--- src/rtl/duty_step_ctrl.sv ---
// Two-button duty-cycle controller: synchronise, debounce on a prescaled tick,
// and step a saturating duty value with press-and-hold auto-repeat.
module duty_step_ctrl #(
  parameter int unsigned TICK_DIV     = 16000,
  parameter int unsigned STABLE_TICKS = 10,
  parameter int unsigned REPEAT_DELAY = 500,
  parameter int unsigned REPEAT_RATE  = 100,
  parameter int unsigned DUTY_W       = 4,
  parameter int unsigned DUTY_MAX     = 10,
  parameter int unsigned DUTY_INIT    = 5
) (
  input  logic              CLK,
  input  logic              RESET_N,
  input  logic              btn_up,
  input  logic              btn_dn,
  output logic [DUTY_W-1:0] duty,
  output logic              duty_strobe,
  output logic              at_max,
  output logic              at_min
);

  localparam int unsigned NBTN     = 2;
  localparam int unsigned BTN_UP   = 0;
  localparam int unsigned BTN_DN   = 1;
  localparam int unsigned TICK_W   = (TICK_DIV > 2) ? $clog2(TICK_DIV) : 1;
  localparam int unsigned DB_W     = $clog2(STABLE_TICKS + 1);
  localparam int unsigned HOLD_MAX = (REPEAT_DELAY > REPEAT_RATE) ? REPEAT_DELAY : REPEAT_RATE;
  localparam int unsigned HOLD_W   = $clog2(HOLD_MAX + 1);

  typedef enum logic [1:0] {
    ST_IDLE   = 2'd0,
    ST_HOLD   = 2'd1,
    ST_REPEAT = 2'd2
  } btn_state_e;

  // Sample-tick prescaler; tick_d lags by one cycle so hold counting lines up
  // with the cycle in which a new debounced level first becomes visible.
  logic [TICK_W-1:0] tick_cnt;
  logic              tick_c;
  logic              tick_d;

  assign tick_c = (tick_cnt == TICK_W'(TICK_DIV - 1));

  always_ff @(posedge CLK or negedge RESET_N) begin
    if (!RESET_N) begin
      tick_cnt <= '0;
      tick_d   <= 1'b0;
    end else begin
      tick_cnt <= tick_c ? '0 : tick_cnt + TICK_W'(1);
      tick_d   <= tick_c;
    end
  end

  // Two-flop synchronisers for the raw buttons
  logic [NBTN-1:0] btn_raw_c;
  logic [NBTN-1:0] sync1;
  logic [NBTN-1:0] sync2;

  assign btn_raw_c = {btn_dn, btn_up};

  always_ff @(posedge CLK or negedge RESET_N) begin
    if (!RESET_N) begin
      sync1 <= '0;
      sync2 <= '0;
    end else begin
      sync1 <= btn_raw_c;
      sync2 <= sync1;
    end
  end

  logic [NBTN-1:0] step_req;

  for (genvar i = 0; i < NBTN; i++) begin : g_btn
    logic              db_q;
    logic [DB_W-1:0]   db_cnt;
    logic [DB_W-1:0]   db_inc_c;
    btn_state_e        state_q;
    btn_state_e        state_d;
    logic [HOLD_W-1:0] hold_q;
    logic [HOLD_W-1:0] hold_d;
    logic [HOLD_W-1:0] hold_inc_c;
    logic              req_q;
    logic              req_d;

    assign db_inc_c   = db_cnt + DB_W'(1);
    assign hold_inc_c = hold_q + HOLD_W'(1);

    // Debounce: level flips after STABLE_TICKS consecutive differing ticks
    always_ff @(posedge CLK or negedge RESET_N) begin
      if (!RESET_N) begin
        db_q   <= 1'b0;
        db_cnt <= '0;
      end else if (tick_c) begin
        if (sync2[i] == db_q) begin
          db_cnt <= '0;
        end else if (db_inc_c == DB_W'(STABLE_TICKS)) begin
          db_q   <= ~db_q;
          db_cnt <= '0;
        end else begin
          db_cnt <= db_inc_c;
        end
      end
    end

    always_ff @(posedge CLK or negedge RESET_N) begin
      if (!RESET_N) begin
        state_q <= ST_IDLE;
        hold_q  <= '0;
        req_q   <= 1'b0;
      end else begin
        state_q <= state_d;
        hold_q  <= hold_d;
        req_q   <= req_d;
      end
    end

    // Press / hold / repeat sequencing; release never emits a step
    always_comb begin
      state_d = state_q;
      hold_d  = hold_q;
      req_d   = 1'b0;
      case (state_q)
        ST_IDLE: begin
          if (db_q) begin
            state_d = ST_HOLD;
            hold_d  = '0;
            req_d   = 1'b1;
          end
        end
        ST_HOLD: begin
          if (!db_q) begin
            state_d = ST_IDLE;
            hold_d  = '0;
          end else if (tick_d) begin
            if (hold_inc_c == HOLD_W'(REPEAT_DELAY)) begin
              state_d = ST_REPEAT;
              hold_d  = '0;
              req_d   = 1'b1;
            end else begin
              hold_d = hold_inc_c;
            end
          end
        end
        ST_REPEAT: begin
          if (!db_q) begin
            state_d = ST_IDLE;
            hold_d  = '0;
          end else if (tick_d) begin
            if (hold_inc_c == HOLD_W'(REPEAT_RATE)) begin
              hold_d = '0;
              req_d  = 1'b1;
            end else begin
              hold_d = hold_inc_c;
            end
          end
        end
        default: begin
          state_d = ST_IDLE;
          hold_d  = '0;
        end
      endcase
    end

    assign step_req[i] = req_q;
  end

  // Saturating duty update; simultaneous requests cancel
  logic [DUTY_W-1:0] duty_d;
  logic              change_c;

  always_comb begin
    duty_d   = duty;
    change_c = 1'b0;
    if (step_req[BTN_UP] && !step_req[BTN_DN]) begin
      if (duty < DUTY_W'(DUTY_MAX)) begin
        duty_d   = duty + DUTY_W'(1);
        change_c = 1'b1;
      end
    end else if (step_req[BTN_DN] && !step_req[BTN_UP]) begin
      if (duty != '0) begin
        duty_d   = duty - DUTY_W'(1);
        change_c = 1'b1;
      end
    end
  end

  always_ff @(posedge CLK or negedge RESET_N) begin
    if (!RESET_N) begin
      duty        <= DUTY_W'(DUTY_INIT);
      duty_strobe <= 1'b0;
      at_max      <= (DUTY_INIT == DUTY_MAX);
      at_min      <= (DUTY_INIT == 0);
    end else begin
      duty        <= duty_d;
      duty_strobe <= change_c;
      at_max      <= (duty_d == DUTY_W'(DUTY_MAX));
      at_min      <= (duty_d == '0);
    end
  end

endmodule
--- config.mk ---
export PLATFORM = sky130hd
export DESIGN_NAME = duty_step_ctrl
export DESIGN_NICKNAME = d
export VERILOG_FILES = /design/src/rtl/duty_step_ctrl.sv
export SDC_FILE = /design/constraint.sdc
export NUM_CORES = 1
export LEC_CHECK = 0
export CORE_MARGIN = 1.5
export CORE_UTILIZATION = 45
export DETAILED_ROUTE_END_ITERATION = 12
export GPL_TIMING_DRIVEN = 0
export SETUP_SLACK_MARGIN = 0.15
export SYNTH_ARGS = -nofsm -noshare
export SYNTH_HDL_FRONTEND = slang
export SYNTH_SLANG_ARGS = --single-unit
--- constraint.sdc ---
create_clock -name CLK -period 2.6 [get_ports CLK]
set_input_delay 0.52 -clock CLK [delete_from_list [all_inputs] [get_ports CLK]]
set_output_delay 0.52 -clock CLK [all_outputs]
set_load 0.02 [all_outputs]
==> metrics.md <==
| Metric | Value |
|---|---|
| Post-Syn Area per Cell | `9.21 um^2` |
| Worst Max-Slew Pin Slew | `about 0.6 ns` |
| Inserted Diodes | `0` |
| Starting Density | `between 40% and 50%` |
| Fin nets | `414` |
| Fin crit share | `between 80% and 90%` |
| Clock Skew | `roughly 0.014 ns` |
| Routed WL | `~6400 um` |
| Post-route ant nets | `0` |
| Max Root-Sink Buffers | `2` |
| Vias in the first global route | `around 2600` |
| Port Buffers | `10` |
| Syn_nets | `about 390` |
| Crit path kind | `reg -> reg` |
| Layout cell share with drive strength beyond 1 | `a little over a tenth` |
| Yosys warning count | `0` |
| PwrDens | `448 mW/mm^2` |
| Final hold slack | `~0.060 ns` |
| Unrepaired setup endpoints after global routing | `no` |
| Arr. time, crit path | `between 2 and 3 ns` |
| DRC errors left | `0` |
| Worst IR drop on VDD | `between 200 and 300 uV` |
| Switching Share | `roughly a quarter` |
| Internal power | `about 1.3 mW` |
| Clock Latency Late Sink | `0.34 ns` |
| Final setup fails | `0` |
| Final hold violations | `0` |
| Status | `finished, final reports clean` |
| Fmax | `between 0.4 and 0.5 GHz` |
| Clock slew at reported path FFs | `0.08 ns` |
| Final core occ | `a little over half` |
| Mapped Cells | `about 370` |
| Fin crit period | `about 2.3 ns` |
| Clk sink count | `60` |
| Register area share after synthesis | `between 40% and 50%` |
| Initial antenna violation count | `0` |
| Async set-reset flop share out of synthesis | `between 90% and 100%` |
| Routed vias | `2674` |
| Setup TNS | `0 ns` |
| Die width | `89.8 um` |
| Die span in y | `about 90 um` |
| GRT Overall Usage | `between 15 and 20%` |
| Final HPWL DP | `between 4000 and 5000 um` |
| Core area | `0.00725 mm^2` |
| Drt wl/cell | `12.8 um` |
| CP startpoint kind | `flop` |
| Critical Path End Type | `flop` |
| Clock power frac | `between 40% and 50%` |
| Rows | `31` |
| Post-synth EDFFs | `0` |
| Maximum number of pins on one net before global-route repair | `28` |
| Synth Cell Area | `0.00339 mm^2` |
| Largest fanout on the critical path | `7` |
| Netlist cell types | `between 50 and 60` |
| H-tree levels | `3` |
| Final max-slew violation count | `0` |
| P&R area growth vs syn | `14.0%` |
| Hold buffers post-CTS | `0` |
| Total CTS buffers | `9` |
| Seq pwr share | `54.1%` |
| Dominant synthesized flop cell | `dfrtp_1` |
| Relative slew slack | `59.8%` |
| Worst EP required | `2.87 ns` |
| Worst Hold Class | `in -> async` |
| First-pass GRT wire length | `around 12000 um` |
| Root Buffer | `clkbuf_8` |
| LEAKAGE | `between 1.5 and 2 nW` |
| Initial drt markers | `around 110` |
| Max-Cap Viols | `0` |
| Die Area | `approximately 0.008 mm^2` |
| P_sw | `about 430 uW` |
| GR Overflow Total | `0` |
| Detailed-router iteration count before antenna repair | `4` |
| FF+latch count, synth | `60` |
| Top Ports | `11` |
| Routability cong. | `0.799` |
| Vias per cell | `between 5 and 6` |
| CTS tree | `yes` |
| Logic pwr share | `roughly 2.0%` |
## metrics by stage
step                cell area, um^2  total power [mW]  std cells  worst slack, ns
floorplan                      3390             0.959        368            0.465
detailed placement             3650             0.992        479            0.268
CTS                            3830              1.76        495            0.232
global placement               3610             0.984        477            -1.01
global route                   3860              1.81        497            0.148
finish                         3860              1.73        497            0.282
## logic make-up (layout without fill, tap and decap cells)
logic type                 count (synthesis)  count (layout)  share of synthesized area [%]
xor gates and xnor gates                  17              17                           4.39
buffers and inverters                     33              63                           4.25
AOI/OAI and AO/OA                         81              81                           15.0
and+or+nand+nor                          155             155                           24.1
muxes                                      5               5                           1.62
adders and majority gates                 17              17                           6.28
DFF                                       60              60                           44.4
## what timing repair did
| action | in CTS | in global routing |
|---|---|---|
| resized for setup | 0 | 4 |
| setup endpoints to repair | 0 | 2 |
| setup buffers | 0 | 2 |
## placed cells by master (no fill, tap or decap), types with 3 or more instances in the layout
cell type,instances
nor2_1,25
clkdlybuf4s50_1,9
inv_1,20
clkbuf_8,9
or3_1,5
a21oi_1,15
ha_1,15
and3_1,10
dfrtp_1,57
a211o_1,3
nand2_1,37
nor3_1,11
o211ai_1,3
o31ai_1,6
nand4_1,4
a21o_1,8
nand2b_1,3
xnor2_1,10
or4_1,4
nand3_1,22
and2_1,4
mux2_2,4
clkbuf_1,8
clkinv_4,3
xor2_1,7
buf_2,5
nor2b_1,5
o21ai_0,26
or2_2,4
nor4_1,5
a31oi_1,4
o21ai_1,4
## worst max-delay path: stages (launching register included)
cell and delay [ns]:
dfrtp_1 0.41, inv_1 0.09, ha_1 0.30, nand2_1 0.08, or2_1 0.24, a211o_4 0.31
or2_1 0.21, buf_2 0.15, or3b_1 0.37, nand2_1 0.07
## worst paths after layout
path	startpoint	depth (start not counted)	slack [ns]	end
setup reg to reg	g_btn[0].state_q[0]$_DFFE_PN0P_	9	0.28	g_btn[0].hold_q[3]$_DFFE_PN0P_
max in group asynchronous	RESET_N	3	1.89	g_btn[0].state_q[1]$_DFFE_PN0P_
setup / recovery	g_btn[0].state_q[0]$_DFFE_PN0P_	9	0.28	g_btn[0].hold_q[3]$_DFFE_PN0P_
min in group CLK	sync1[0]$_DFF_PN0_	0	0.35	sync2[0]$_DFF_PN0_
hold reg to reg	sync1[0]$_DFF_PN0_	0	0.35	sync2[0]$_DFF_PN0_
hold / removal	RESET_N	1	0.06	g_btn[1].hold_q[2]$_DFFE_PN0P_
## metal layers
layer | GRT usage (%) | part of all wire [%] | vias up
li1 | - | - | 1363
met1 | 24.2 | 51 | 1266
met2 | 27.4 | 45 | 33
met3 | 3.38 | 2.4 | 12
met4 | 8.60 | 2.0 | 0
met5 | 0 | 0 | -
## synthesized netlist by cell type, drive strengths merged (3+ instances only)
cell / number / area share (%)
nand2: 37 / 4.1
nand4: 4 / 0.74
dfrtp: 58 / 43
and3: 10 / 1.8
a31oi: 4 / 0.74
inv: 20 / 2.2
or4: 4 / 0.89
o21ai: 30 / 4.4
nor2b: 5 / 0.92
or2: 6 / 1.1
xnor2: 10 / 2.6
nand2b: 3 / 0.55
a211o: 4 / 1.0
buf: 6 / 1.3
o211ai: 3 / 0.66
ha: 17 / 6.3
a21o: 8 / 1.8
nor3: 11 / 1.6
nor2: 25 / 2.8
and2: 4 / 0.74
clkbuf: 7 / 0.78
nand3: 23 / 3.5
or3: 5 / 0.92
o31ai: 6 / 1.3
a21oi: 16 / 2.5
xor2: 7 / 1.8
nor4: 5 / 0.92
mux2: 4 / 1.3
## layout make-up
cell class / instances / area, um^2
Fill cell: 699 / 3390
Tap cell: 99 / 124
Clock buffer: 10 / 128
Multi-Input combinational cell: 275 / 1750
Buffer: 13 / 68.8
Clock inverter: 6 / 50.0
Inverter: 20 / 75.1
Timing Repair Buffer: 14 / 158
Sequential cell: 60 / 1510
## sequential cells by signal, summed over array words and instances (netlist names)
register	cells
g_btn.state_q	4
g_btn.db_cnt	8
duty_strobe	1
duty	4
sync1	2
g_btn.hold_q	18
g_btn.req_q	2
g_btn.db_q	2
sync2	2
tick_d	1
at_max	1
tick_cnt	14
at_min	1
## power groups by stage
stage,clock [mW],combinational (mW),sequential [mW]
3_5_place_dp,0,0.0362,0.956
6_report,0.761,0.0340,0.938
4_1_cts,0.782,0.0363,0.938
5_1_grt,0.832,0.0398,0.938
2_1_floorplan,0,0.00322,0.955
3_3_place_gp,0,0.0278,0.956
No activity file was read; power rests on OpenSTA's default activity.
